--- config.mk ---
export PLATFORM = sky130hd
export DESIGN_NAME = fsk_bit_decoder
export DESIGN_NICKNAME = d
export VERILOG_FILES = /design/src/rtl/fsk_pkg.sv /design/src/rtl/bit_window_timer.sv /design/src/rtl/fsk_bit_decoder.sv
export SDC_FILE = /design/constraint.sdc
export NUM_CORES = 1
export LEC_CHECK = 0
export CORE_ASPECT_RATIO = 0.9
export CORE_MARGIN = 4
export CORE_UTILIZATION = 45
export CTS_BUF_LIST = sky130_fd_sc_hd__clkbuf_16
export CTS_CLUSTER_SIZE = 14
export DETAILED_ROUTE_END_ITERATION = 10
export GPL_ROUTABILITY_DRIVEN = 0
export PLACE_DENSITY = 0.63
export SYNTH_ARGS = -nofsm -noshare
export SYNTH_HDL_FRONTEND = slang
export SYNTH_SLANG_ARGS = --single-unit
--- constraint.sdc ---
create_clock -name clock -period 5 [get_ports clock]
set_input_delay 1.5 -clock clock [delete_from_list [all_inputs] [get_ports clock]]
set_output_delay 1.5 -clock clock [all_outputs]
set_load 0.005 [all_outputs]
--- src/rtl/fsk_pkg.sv ---
`default_nettype none
// ============================================================================
//  Package     : fsk_pkg
//  Description : Shared definitions for the FSK bit decoder: FSM state
//                encoding, bit-period derivation and mark/space constants.
//  Revision    : 1.0 - initial release
// ============================================================================
package fsk_pkg;

    // Frame assembly states of the bit decoder
    typedef enum logic [1:0] {
        ST_HUNT   = 2'd0,
        ST_DATA   = 2'd1,
        ST_PARITY = 2'd2,
        ST_STOP   = 2'd3
    } fsk_state_t;

    // Line bit values: the low tone (f1) is space, the high tone (f2) is mark
    localparam logic BIT_SPACE = 1'b0;
    localparam logic BIT_MARK  = 1'b1;

    // Clock cycles per bit period (integer division)
    function automatic int unsigned bit_ticks(input int unsigned clock_hz,
                                              input int unsigned bit_rate);
        return clock_hz / bit_rate;
    endfunction

endpackage
`default_nettype wire

--- src/rtl/bit_window_timer.sv ---
`default_nettype none
// ============================================================================
//  Module      : bit_window_timer
//  Description : Free-running bit-window counter 0..BIT_TICKS-1 with a
//                terminal-count strobe. Held at 0 while disabled; restart
//                forces the count back to 0 for one cycle.
//  Revision    : 1.0 - initial release
// ============================================================================
module bit_window_timer
    import fsk_pkg::*;
#(
    parameter int unsigned BIT_TICKS = 5000
) (
    input  logic clock,
    input  logic reset_n,
    input  logic enable,
    input  logic restart,
    output logic terminal
);

    localparam int unsigned     CNT_W      = $clog2(BIT_TICKS);
    localparam logic [CNT_W-1:0] LAST_COUNT = CNT_W'(BIT_TICKS - 1);

    logic [CNT_W-1:0] count;

    // Window counter: wraps at the terminal count, parked at 0 when idle
    always_ff @(posedge clock or negedge reset_n) begin
        if (!reset_n) begin
            count <= '0;
        end else if (!enable || restart || (count == LAST_COUNT)) begin
            count <= '0;
        end else begin
            count <= count + CNT_W'(1);
        end
    end

    assign terminal = enable && !restart && (count == LAST_COUNT);

endmodule
`default_nettype wire

--- src/rtl/fsk_bit_decoder.sv ---
`default_nettype none
// ============================================================================
//  Module      : fsk_bit_decoder
//  Description : Samples the two-tone analyzer once per bit window, decides
//                mark/space, assembles UART-style frames into words and
//                hands them off through a valid/ready holding register.
//                Optional feature macro: FSK_DECODER_PARITY_EN (even parity
//                bit between the data bits and the stop bit).
//  Revision    : 1.0 - initial release
// ============================================================================
module fsk_bit_decoder
    import fsk_pkg::*;
#(
    parameter int unsigned CLOCK            = 50000000,
    parameter int unsigned BIT_RATE         = 10000,
    parameter int unsigned DATA_BITS        = 8,
    parameter int unsigned MIN_ACTIVE_TICKS = bit_ticks(CLOCK, BIT_RATE) / 2
) (
    input  logic                 clock,
    input  logic                 reset_n,
    input  logic                 enable,
    input  logic [31:0]          f1_value,
    input  logic [31:0]          f2_value,
    output logic                 analyzer_enable,
    output logic                 analyzer_clear,
    output logic [DATA_BITS-1:0] data,
    output logic                 data_valid,
    input  logic                 data_ready,
    output logic                 framing_error,
    output logic                 overrun,
    output logic                 carrier_lost,
    output logic                 parity_error
);

    localparam int unsigned      BIT_TICKS = bit_ticks(CLOCK, BIT_RATE);
    localparam int unsigned      IDX_W     = (DATA_BITS > 1) ? $clog2(DATA_BITS) : 1;
    localparam logic [IDX_W-1:0] LAST_IDX  = IDX_W'(DATA_BITS - 1);

    logic                 terminal;
    logic                 enable_rise;
    logic                 decide;
    logic [31:0]          snap_f1;
    logic [31:0]          snap_f2;
    logic [32:0]          sum;
    logic                 carrier_present;
    logic                 bit_value;

    fsk_state_t           state, state_next;
    logic [IDX_W-1:0]     idx, idx_next;
    logic [DATA_BITS-1:0] shift, shift_next;
    logic                 deliver;
    logic                 framing_next;
    logic                 carrier_next;
`ifdef FSK_DECODER_PARITY_EN
    logic                 parity_next;
`endif

    // analyzer_enable doubles as the delayed enable for edge detection
    assign enable_rise = enable && !analyzer_enable;

    // The restart on the enable edge lines the first window up with the
    // analyzer clear that accompanies it
    bit_window_timer #(
        .BIT_TICKS (BIT_TICKS)
    ) u_window_timer (
        .clock    (clock),
        .reset_n  (reset_n),
        .enable   (enable),
        .restart  (enable_rise),
        .terminal (terminal)
    );

    // Snapshot the analyzer at the window edge and clear it the cycle after
    always_ff @(posedge clock or negedge reset_n) begin
        if (!reset_n) begin
            analyzer_enable <= 1'b0;
            analyzer_clear  <= 1'b0;
            decide          <= 1'b0;
            snap_f1         <= '0;
            snap_f2         <= '0;
        end else begin
            analyzer_enable <= enable;
            analyzer_clear  <= terminal || enable_rise;
            decide          <= terminal;
            if (terminal) begin
                snap_f1 <= f1_value;
                snap_f2 <= f2_value;
            end
        end
    end

    // Bit decision from the snapshot; a tie between the tones reads as mark
    assign sum             = {1'b0, snap_f1} + {1'b0, snap_f2};
    assign carrier_present = (sum >= 33'(MIN_ACTIVE_TICKS));
    assign bit_value       = (snap_f2 >= snap_f1) ? BIT_MARK : BIT_SPACE;

    // Frame FSM state register
    always_ff @(posedge clock or negedge reset_n) begin
        if (!reset_n) begin
            state <= ST_HUNT;
            idx   <= '0;
            shift <= '0;
        end else begin
            state <= state_next;
            idx   <= idx_next;
            shift <= shift_next;
        end
    end

    // Frame FSM next state; carrier loss overrides every in-frame decision
    always_comb begin
        state_next   = state;
        idx_next     = idx;
        shift_next   = shift;
        deliver      = 1'b0;
        framing_next = 1'b0;
        carrier_next = 1'b0;
`ifdef FSK_DECODER_PARITY_EN
        parity_next  = 1'b0;
`endif
        if (!enable) begin
            state_next = ST_HUNT;
            idx_next   = '0;
        end else if (decide) begin
            if ((state != ST_HUNT) && !carrier_present) begin
                carrier_next = 1'b1;
                state_next   = ST_HUNT;
            end else begin
                case (state)
                    ST_HUNT: begin
                        if (carrier_present && (bit_value == BIT_SPACE)) begin
                            state_next = ST_DATA;
                            idx_next   = '0;
                        end
                    end
                    ST_DATA: begin
                        shift_next[idx] = bit_value;
                        if (idx == LAST_IDX) begin
                            idx_next = '0;
`ifdef FSK_DECODER_PARITY_EN
                            state_next = ST_PARITY;
`else
                            state_next = ST_STOP;
`endif
                        end else begin
                            idx_next = idx + IDX_W'(1);
                        end
                    end
`ifdef FSK_DECODER_PARITY_EN
                    ST_PARITY: begin
                        if (bit_value != (^shift)) begin
                            parity_next = 1'b1;
                            state_next  = ST_HUNT;
                        end else begin
                            state_next  = ST_STOP;
                        end
                    end
`endif
                    ST_STOP: begin
                        if (bit_value == BIT_MARK) begin
                            deliver = 1'b1;
                        end else begin
                            framing_next = 1'b1;
                        end
                        state_next = ST_HUNT;
                    end
                    default: begin
                        state_next = ST_HUNT;
                    end
                endcase
            end
        end
    end

    // Line error pulses, one cycle wide, aligned with the FSM update
    always_ff @(posedge clock or negedge reset_n) begin
        if (!reset_n) begin
            framing_error <= 1'b0;
            carrier_lost  <= 1'b0;
        end else begin
            framing_error <= framing_next;
            carrier_lost  <= carrier_next;
        end
    end

`ifdef FSK_DECODER_PARITY_EN
    // Parity mismatch pulse
    always_ff @(posedge clock or negedge reset_n) begin
        if (!reset_n) begin
            parity_error <= 1'b0;
        end else begin
            parity_error <= parity_next;
        end
    end
`else
    assign parity_error = 1'b0;
`endif

    // Holding register: a same-edge accept frees the slot for the new word
    always_ff @(posedge clock or negedge reset_n) begin
        if (!reset_n) begin
            data       <= '0;
            data_valid <= 1'b0;
            overrun    <= 1'b0;
        end else begin
            overrun <= 1'b0;
            if (deliver) begin
                if (!data_valid || data_ready) begin
                    data       <= shift;
                    data_valid <= 1'b1;
                end else begin
                    overrun <= 1'b1;
                end
            end else if (data_valid && data_ready) begin
                data_valid <= 1'b0;
            end
        end
    end

endmodule
`default_nettype wire

==> results.md, run 1 <==
- The flow ran to the end, and the final reports show no timing, DRC or antenna violations.
- The worst pin sits at a relative slew slack of 0.478.
- The data arrival at the endpoint of the critical path is 4.59 ns.
- The post-route minimum period is 4.34 ns.
- The worst-path maximum fanout is 15.
- Setup repair after global routing left no endpoint under its margin.
- The hold path depth is 1.
- For the pin with the worst max-slew slack, the measured transition is 0.776 ns.
- In this run the static leakage power is 3.99 nW.
- Leaving out fill and tap cells, the most frequent cell in the layout is sky130_fd_sc_hd__dfrtp_1.
- The placed instance count is 1070.
- The portion of the clock cycle consumed by the worst path in the final layout is 0.868.
- The kind of path behind the tightest hold check is reg2reg.
- The total CTS buffers is 9.
- After synthesis the netlist holds a flip-flop and latch count of 105.
- After the first detailed-routing iteration, the DRC count stood at 549.
- The floorplan step set the die height to 130 um.
- The post-route total power is 1.62 mW.
- After clock tree synthesis, the flow added hold-fix buffers numbering 0.
- The global-route wire length before repair is 30.6 mm.
- The routed wire length is 18.5 mm.
- The most common flop cell mapped by yosys is sky130_fd_sc_hd__dfrtp_1.
- The cell area that synthesis handed to floorplanning was 0.00741 mm2.
- In this run the critical register-to-register path is launched from snap_f1[14].
- The core region is 0.0161 mm2.
- The maximum operating frequency is 0.230 GHz.
- The worst hold path begins at u_window_timer.count[0].
- Buffers added to address setup during post-CTS repair amount to 0.
- The power density of the placed cells is 188 mW/mm2.
- The total overflow left after global routing is 0.
- The final design area excluding fillers is 0.00862 mm2.
- The synthesis warning total is 0.
- Setup total negative slack on the finished layout was measured at 0 ns.
- Yosys mapped a number of flops with a built-in enable equal to 0.
- The biggest area consumer among synthesized cells is sky130_fd_sc_hd__dfrtp_1.
- The floorplan has 44 rows.
- The clock net in this run drives a total of 105 sinks.
- The vias per cell is 5.81.
- Synthesis produced a netlist with a net count of 954.
- The share of final-layout standard cells stronger than drive strength 1 is 0.0888.
- The critical register-to-register path endpoint is data[2].
- The CTS tree is built.
- The effective utilization at floorplan is 0.460.
- STA puts the critical path data required time at 5.25 ns.
- The worst voltage drop across the vdd grid is 0.191 mV.
- Summing all placed instances gives a cell area of 0.00834 mm2.
- In the global route stage, overall resource usage came out at 0.202.
- The worst setup path is of the reg2reg kind.
- The number of H-tree levels is 3.
- For this run, the register share of the synthesized area comes to 0.354.
- The number of global-route vias before repair is 6236.
- Setup slack on the worst reg-to-reg path comes out at 0.66 ns.
- Detailed placement ended at an HPWL of 14.0 mm.
- The count of buffers added on input and output ports is 81.
- The die extent in x is 143 um.
- The buffer cell driving the clock tree root is sky130_fd_sc_hd__clkbuf_16.
- The post-route antenna net violation count is 0.
- Compared with the post-synthesis result, the final layout area differs by 16.2%.
- After clock tree synthesis, the clock-pin slew on the worst setup and hold paths is 0.08 ns.
- The cell count after synthesis came out at 818.
- For this block, the via count after detailed routing is 6306.
- Across the run, the number of max-cap violations was 0.
- The non-filler instance count after layout is 1085.
- In the layout the commonest cells are sky130_fd_sc_hd__dfrtp_1, sky130_fd_sc_hd__clkdlybuf4s50_1, sky130_fd_sc_hd__nand2_1, sky130_fd_sc_hd__nor2_1, sky130_fd_sc_hd__ha_1.
- The worst clock skew on the final layout is 0.00976 ns.
- Entering global routing, the biggest net connects 99 pins.
- For the worst-skew pair, the clock arrives at the later sink with an insertion delay of 0.36 ns.
- After synthesis, the share of flip-flops with an asynchronous set or reset is 1.00.
- The depth of the worst register-to-register path is 13.
- 0 antenna diodes ended up in the layout.
- The final count of pins violating max slew is 0.
- STA classifies the critical path endpoint as a register.
- Gates resized during post-CTS repair numbered 0.
- The area share of the leading cell type in the synthesized netlist is 0.354.
- The end of the worst hold path is u_window_timer.count[0].
- The number of detailed-route iterations in the first pass is 5.
- The total number of nets in the final design is 1010.
- The final hold violation count came to 0.
- By area the synthesized netlist is led by sky130_fd_sc_hd__dfrtp_1, sky130_fd_sc_hd__ha_1, sky130_fd_sc_hd__mux2_2.
- STA classifies the critical path startpoint as a register.
- The boundary pin count is 83.
- The longest clock path from root to sink contains 2 buffers.
- The average instance in the mapped netlist occupies 9.06 um2.
- The area of the die is 0.0186 mm2.
- The average wire per standard cell is 17.1 um.
- The post-detailed-route DRC marker count is 0.
- The number of different library cells used by synthesis comes to 81.
- The final number of setup-violating endpoints is 0.
- The number of antenna violations at the first check in global routing came to 0.
-- state kept, by name, indices dropped and copies added (netlist names) --
| name | count |
|---|---|
| idx | 3 |
| overrun | 1 |
| state | 2 |
| snap_f2 | 32 |
| shift | 8 |
| u_window_timer.count | 13 |
| decide | 1 |
| carrier_lost | 1 |
| analyzer_clear | 1 |
| data | 8 |
| data_valid | 1 |
| snap_f1 | 32 |
| framing_error | 1 |
| analyzer_enable | 1 |
-- critical path: stages (launching register included) --
cell	delay, ns
sky130_fd_sc_hd__dfrtp_1	0.35
sky130_fd_sc_hd__inv_1	0.06
sky130_fd_sc_hd__ha_1	0.54
sky130_fd_sc_hd__inv_2	0.10
sky130_fd_sc_hd__a21oi_1	0.33
sky130_fd_sc_hd__o31ai_1	0.19
sky130_fd_sc_hd__a2111oi_0	0.46
sky130_fd_sc_hd__o2111ai_1	0.16
sky130_fd_sc_hd__a2111oi_0	0.48
sky130_fd_sc_hd__nand4_1	0.26
sky130_fd_sc_hd__nor4_4	0.36
sky130_fd_sc_hd__buf_4	0.25
sky130_fd_sc_hd__or4_1	0.32
sky130_fd_sc_hd__mux2_1	0.37
-- through the flow --
stage	setup WS (ns)	util	hold WS [ns]
after floorplan	1.43	-	0.433
after global placement	0.919	0.517	0.444
after detailed placement	0.777	0.517	0.451
after CTS	0.727	0.534	0.461
after global routing	0.411	0.534	0.485
final	0.660	0.534	0.458
-- per-layer routing --
metal  vias to the layer above  global-route usage  wire length, um
met5                         -                   0                0
met4                         0              0.0554              373
met3                        37              0.0535             1260
met2                       206               0.327             8400
met1                      3029               0.272             8520
li1                       3034                   -                -
-- how the worst max path moves through the flow --
stage / to / slack [ns] / from / depth (start not counted)
after floorplan: data[0] / 1.43 / snap_f1[0] / 14
after global placement: data[2] / 0.92 / snap_f2[14] / 12
after detailed placement: data[3] / 0.78 / snap_f1[14] / 13
after CTS: data[3] / 0.73 / snap_f1[14] / 13
after global routing: data[5] / 0.41 / snap_f1[14] / 13
final: data[2] / 0.66 / snap_f1[14] / 13
-- area by class of cell --
type                            count  area [um2]
Clock inverter                      6        50.0
Multi-Input combinational cell    611        4370
Tap cell                          207         259
Inverter                           62         233
Timing Repair Buffer               85         851
Fill cell                        1489        7510
Clock buffer                        9         225
Sequential cell                   105        2630
-- kinds of logic (layout without fill, tap and decap cells) --
group | count (synthesis) | count (layout) | share of synthesized area
compound gates | 192 | 192 | 0.177
xor+xnor | 18 | 18 | 0.0213
fa+ha+maj | 68 | 68 | 0.116
buf+inv | 102 | 162 | 0.0570
flops | 105 | 105 | 0.354
mux | 55 | 55 | 0.0820
other cells | 1 | 1 | 0.000506
simple gates | 277 | 277 | 0.192
-- report_power, final --
group          leakage, nW  internal (mW)  switching [mW]
Clock                0.140          0.345           0.344
Sequential            1.29          0.850         0.00106
Combinational         2.56         0.0492          0.0295
Total                 3.99           1.24           0.375
-- cells in the mapped netlist (14+ instances only) --
cell / instances
sky130_fd_sc_hd__ha_1: 67
sky130_fd_sc_hd__o21ai_0: 56
sky130_fd_sc_hd__buf_2: 14
sky130_fd_sc_hd__nor2_1: 74
sky130_fd_sc_hd__clkbuf_1: 21
sky130_fd_sc_hd__a21oi_1: 35
sky130_fd_sc_hd__nor2b_1: 21
sky130_fd_sc_hd__nand2_1: 73
sky130_fd_sc_hd__nor4_1: 22
sky130_fd_sc_hd__dfrtp_1: 105
sky130_fd_sc_hd__nand3_1: 22
sky130_fd_sc_hd__inv_1: 60
sky130_fd_sc_hd__mux2_2: 34
No activity file was read; power rests on OpenSTA's default activity.
==> inputs of run 2 (changes only) <==
- CAP_MARGIN: default -> 40
- CORE_UTILIZATION: 45 -> 50
- PLACE_DENSITY: 0.63 -> 0.69
==> results.md, run 2 (synthesized netlist as in run 1, its figures left out) <==
- The total placed instance area is 0.00832 mm2 (-0.21%).
- The count of maximum capacitance violations is 0 (unchanged).
- Leaving out fill and tap cells, the most frequent cell in the layout is sky130_fd_sc_hd__dfrtp_1.
- The critical register-to-register path endpoint is data[3].
- The final hold slack is 0.467 ns (+0.00953 ns).
- The slew at the pin closest to its max-slew limit is 0.825 ns (+0.0483 ns).
- The final design area excluding fillers was 0.00861 mm2 (about the same).
- The data required time at the worst endpoint is 5.25 ns (about the same).
- The path class of the tightest hold or removal check is reg2reg.
- The clock-pin slew of the registers on the worst-case setup and hold paths is 0.08 ns (about the same).
- The total number of nets in the final design is 1010 (unchanged).
- The run finished with clean final reports.
- TritonCTS built the clock tree.
- On the critical path, the stage with the largest delay is an instance of sky130_fd_sc_hd__a2111oi_0.
- The post-route minimum period was 4.58 ns (+0.243 ns).
- The final hold violation count is 0 (unchanged).
- The data arrival at the endpoint of the critical path is 4.83 ns (+0.24 ns).
- The area of the die is 0.0168 mm2 (-9.4%).
- The DRC violation total after the first TritonRoute iteration came to 456 (-17%).
- The count of cells resized by post-cts repair was 0 (unchanged).
- The worst clock skew on the final layout came to 0.00875 ns (-0.00101 ns).
- The final number of setup-violating endpoints is 0 (unchanged).
- The post-route antenna net violation count is 0 (unchanged).
- The global-route total usage across every layer is 0.225 (+0.0223).
- The effective utilization at floorplan was 0.520 (+0.0603).
- In this run the critical register-to-register path is launched from snap_f1[14].
- The cell row count is 41 (-6.8%).
- The placeable core region was 0.0143 mm2 (-12%).
- The worst voltage drop across the vdd grid was 0.219 mV (+15%).
- The setup slack of the most critical reg-to-reg path is 0.42 ns (-0.24 ns).
- The total vias in the final route is 6402 (+1.5%).
- The placed instance count is 1056 (-1.3%).
- The start point of the critical path is snap_f1[14].
- The worst-path maximum fanout is 15 (unchanged).
- The die outline height is 124 um (-4.8%).
- The portion of the clock cycle consumed by the worst path in the final layout was 0.917 (+0.0486).
- The die extent in x is 136 um (-4.8%).
- The maximum number of pins on one net before global-route repair is 99 (unchanged).
- The headroom to the max-slew limit is 0.445 (-0.0325).
- The maximum count of clock buffers along a single path is 2 (unchanged).
- The count of buffers added by post-CTS timing repair for setup is 0 (unchanged).
- The global-route congestion overflow total is 0 (unchanged).
- The largest registers in the layout are snap_f1: 32 flops, snap_f2: 32 flops, u_window_timer.count: 13 flops.
- The vias per cell is 5.97 (+2.8%).
- The final count of pins violating max slew was 0 (unchanged).
- The hold path depth is 1 (unchanged).
- The average wire per standard cell was 16.9 um (-0.95%).
- The most critical setup path has its endpoint at data[3].
- The cell repeated most along the worst path is sky130_fd_sc_hd__a2111oi_0.
- The depth of the worst register-to-register path is 13 (unchanged).
- The maximum operating frequency is 0.218 GHz (-5.3%).
- The total of hold buffers inserted after clock tree synthesis is 0 (unchanged).
- The top cell types in the final layout, fill and taps aside, are sky130_fd_sc_hd__dfrtp_1, sky130_fd_sc_hd__clkdlybuf4s50_1, sky130_fd_sc_hd__nand2_1, sky130_fd_sc_hd__nor2_1, sky130_fd_sc_hd__ha_1.
- The biggest cell delay along the critical path was 0.56 ns (+0.02 ns).
- The post-route total power is 1.62 mW (+0.34%).
- The layout-stage area growth over the synthesis result is 16.2% (about the same).
- The number of clock sinks is 105 (unchanged).
- Setup repair after global routing left no endpoint under its margin.
- The number of detailed-route iterations in the first pass is 5 (unchanged).
- The power density of the placed cells is 189 mW/mm2 (+0.38%).
- The critical path is of the reg2reg type.
- The number of antenna violations at the first check in global routing is 0 (unchanged).
- The boundary pin count came to 83 (unchanged).
- The global-route wire length before repair is 30.3 mm (-0.86%).
- The routed wire length was 18.2 mm (-2.1%).
- The non-filler instance count after layout is 1072 (-1.2%).
- The number of H-tree levels is 3 (unchanged).
- STA classifies the critical path startpoint as a register.
- The leakage power of the design is 4.00 nW (+0.11%).
- The count of buffers from port buffering is 81 (unchanged).
- The setup total negative slack is 0 ns (unchanged).
- The latest clock arrival within the worst-skew pair is 0.36 ns (about the same).
- The number of global-route vias before repair is 6391 (+2.5%).
- The critical path capture point type is a register.
- The signal on the critical path passes through inv_1, ha_1, inv_2, a21oi_1, o31ai_1, a2111oi_0, o2111ai_1, a2111oi_0, nand4_1, nor4_4, buf_4, or4_1, mux2_1.
- The total CTS buffers came to 9 (unchanged).
- The number of antenna diodes is 0 (unchanged).
- The buffer cell driving the clock tree root is sky130_fd_sc_hd__clkbuf_16.
- The half-perimeter wire length after placement came to 13.6 mm (-2.5%).
- The post-detailed-route DRC marker count is 0 (unchanged).
- The share of final-layout standard cells stronger than drive strength 1 is 0.0910 (+0.00217).
[run 2: cell count changes in the layout (fill, tap and decap cells not counted)]
cell                       previous run  this run
sky130_fd_sc_hd__inv_6                4         2
sky130_fd_sc_hd__clkinv_4             0         1
sky130_fd_sc_hd__clkinv_8             0         1
sky130_fd_sc_hd__clkinv_2             0         2
sky130_fd_sc_hd__inv_1               61        60
[run 2: critical path: cells and delay by family (launching register included)]
family | cells | cell delay, ns
AO/OA/AOI/OAI | 5 | 1.81
AND/OR/NAND/NOR | 3 | 0.97
adder cells (fa/ha/maj) | 1 | 0.54
buffers and inverters | 3 | 0.42
multiplexers | 1 | 0.36
flip-flops | 1 | 0.35
[run 2: per-stage QoR]
step,setup WS (ns),util
after CTS,0.572,0.604
final,0.417,0.604
after floorplan,1.43,-
after global placement,0.827,0.584
after global routing,0.0777,0.604
after detailed placement,0.631,0.584
[run 2: power breakdown]
group | switching, mW | internal [mW]
combinational | 0.0280 | 0.0490
clock | 0.348 | 0.349
sequential | 0.00108 | 0.850
total | 0.377 | 1.25
[run 2: metal layers]
| metal | wire length, um | up-vias | global-route usage |
|---|---|---|---|
| met3 | 1320 | 47 | 0.0647 |
| met1 | 7960 | 3070 | 0.283 |
| met2 | 8390 | 240 | 0.372 |
| met5 | 0 | - | 0 |
| li1 | - | 3045 | - |
| met4 | 476 | 0 | 0.0756 |
[run 2: cell type report]
cell class | count | area [um2]
clock buffer | 9 | 225
clock inverter | 7 | 63.8
fill | 1256 | 5650
inverter | 62 | 233
multi-input combinational | 611 | 4370
sequential | 105 | 2630
tap | 193 | 241
timing repair buffer | 85 | 851
[run 2: how the worst min path moves through the flow]
| stage | to | slack, ns | from |
|---|---|---|---|
| 2_1_floorplan | u_window_timer.count[0] | 0.43 | u_window_timer.count[0] |
| 3_3_place_gp | u_window_timer.count[0] | 0.44 | u_window_timer.count[0] |
| 3_5_place_dp | u_window_timer.count[0] | 0.46 | u_window_timer.count[0] |
| 4_1_cts | u_window_timer.count[0] | 0.47 | u_window_timer.count[0] |
| 5_1_grt | u_window_timer.count[0] | 0.49 | u_window_timer.count[0] |
| 6_report | u_window_timer.count[0] | 0.47 | u_window_timer.count[0] |
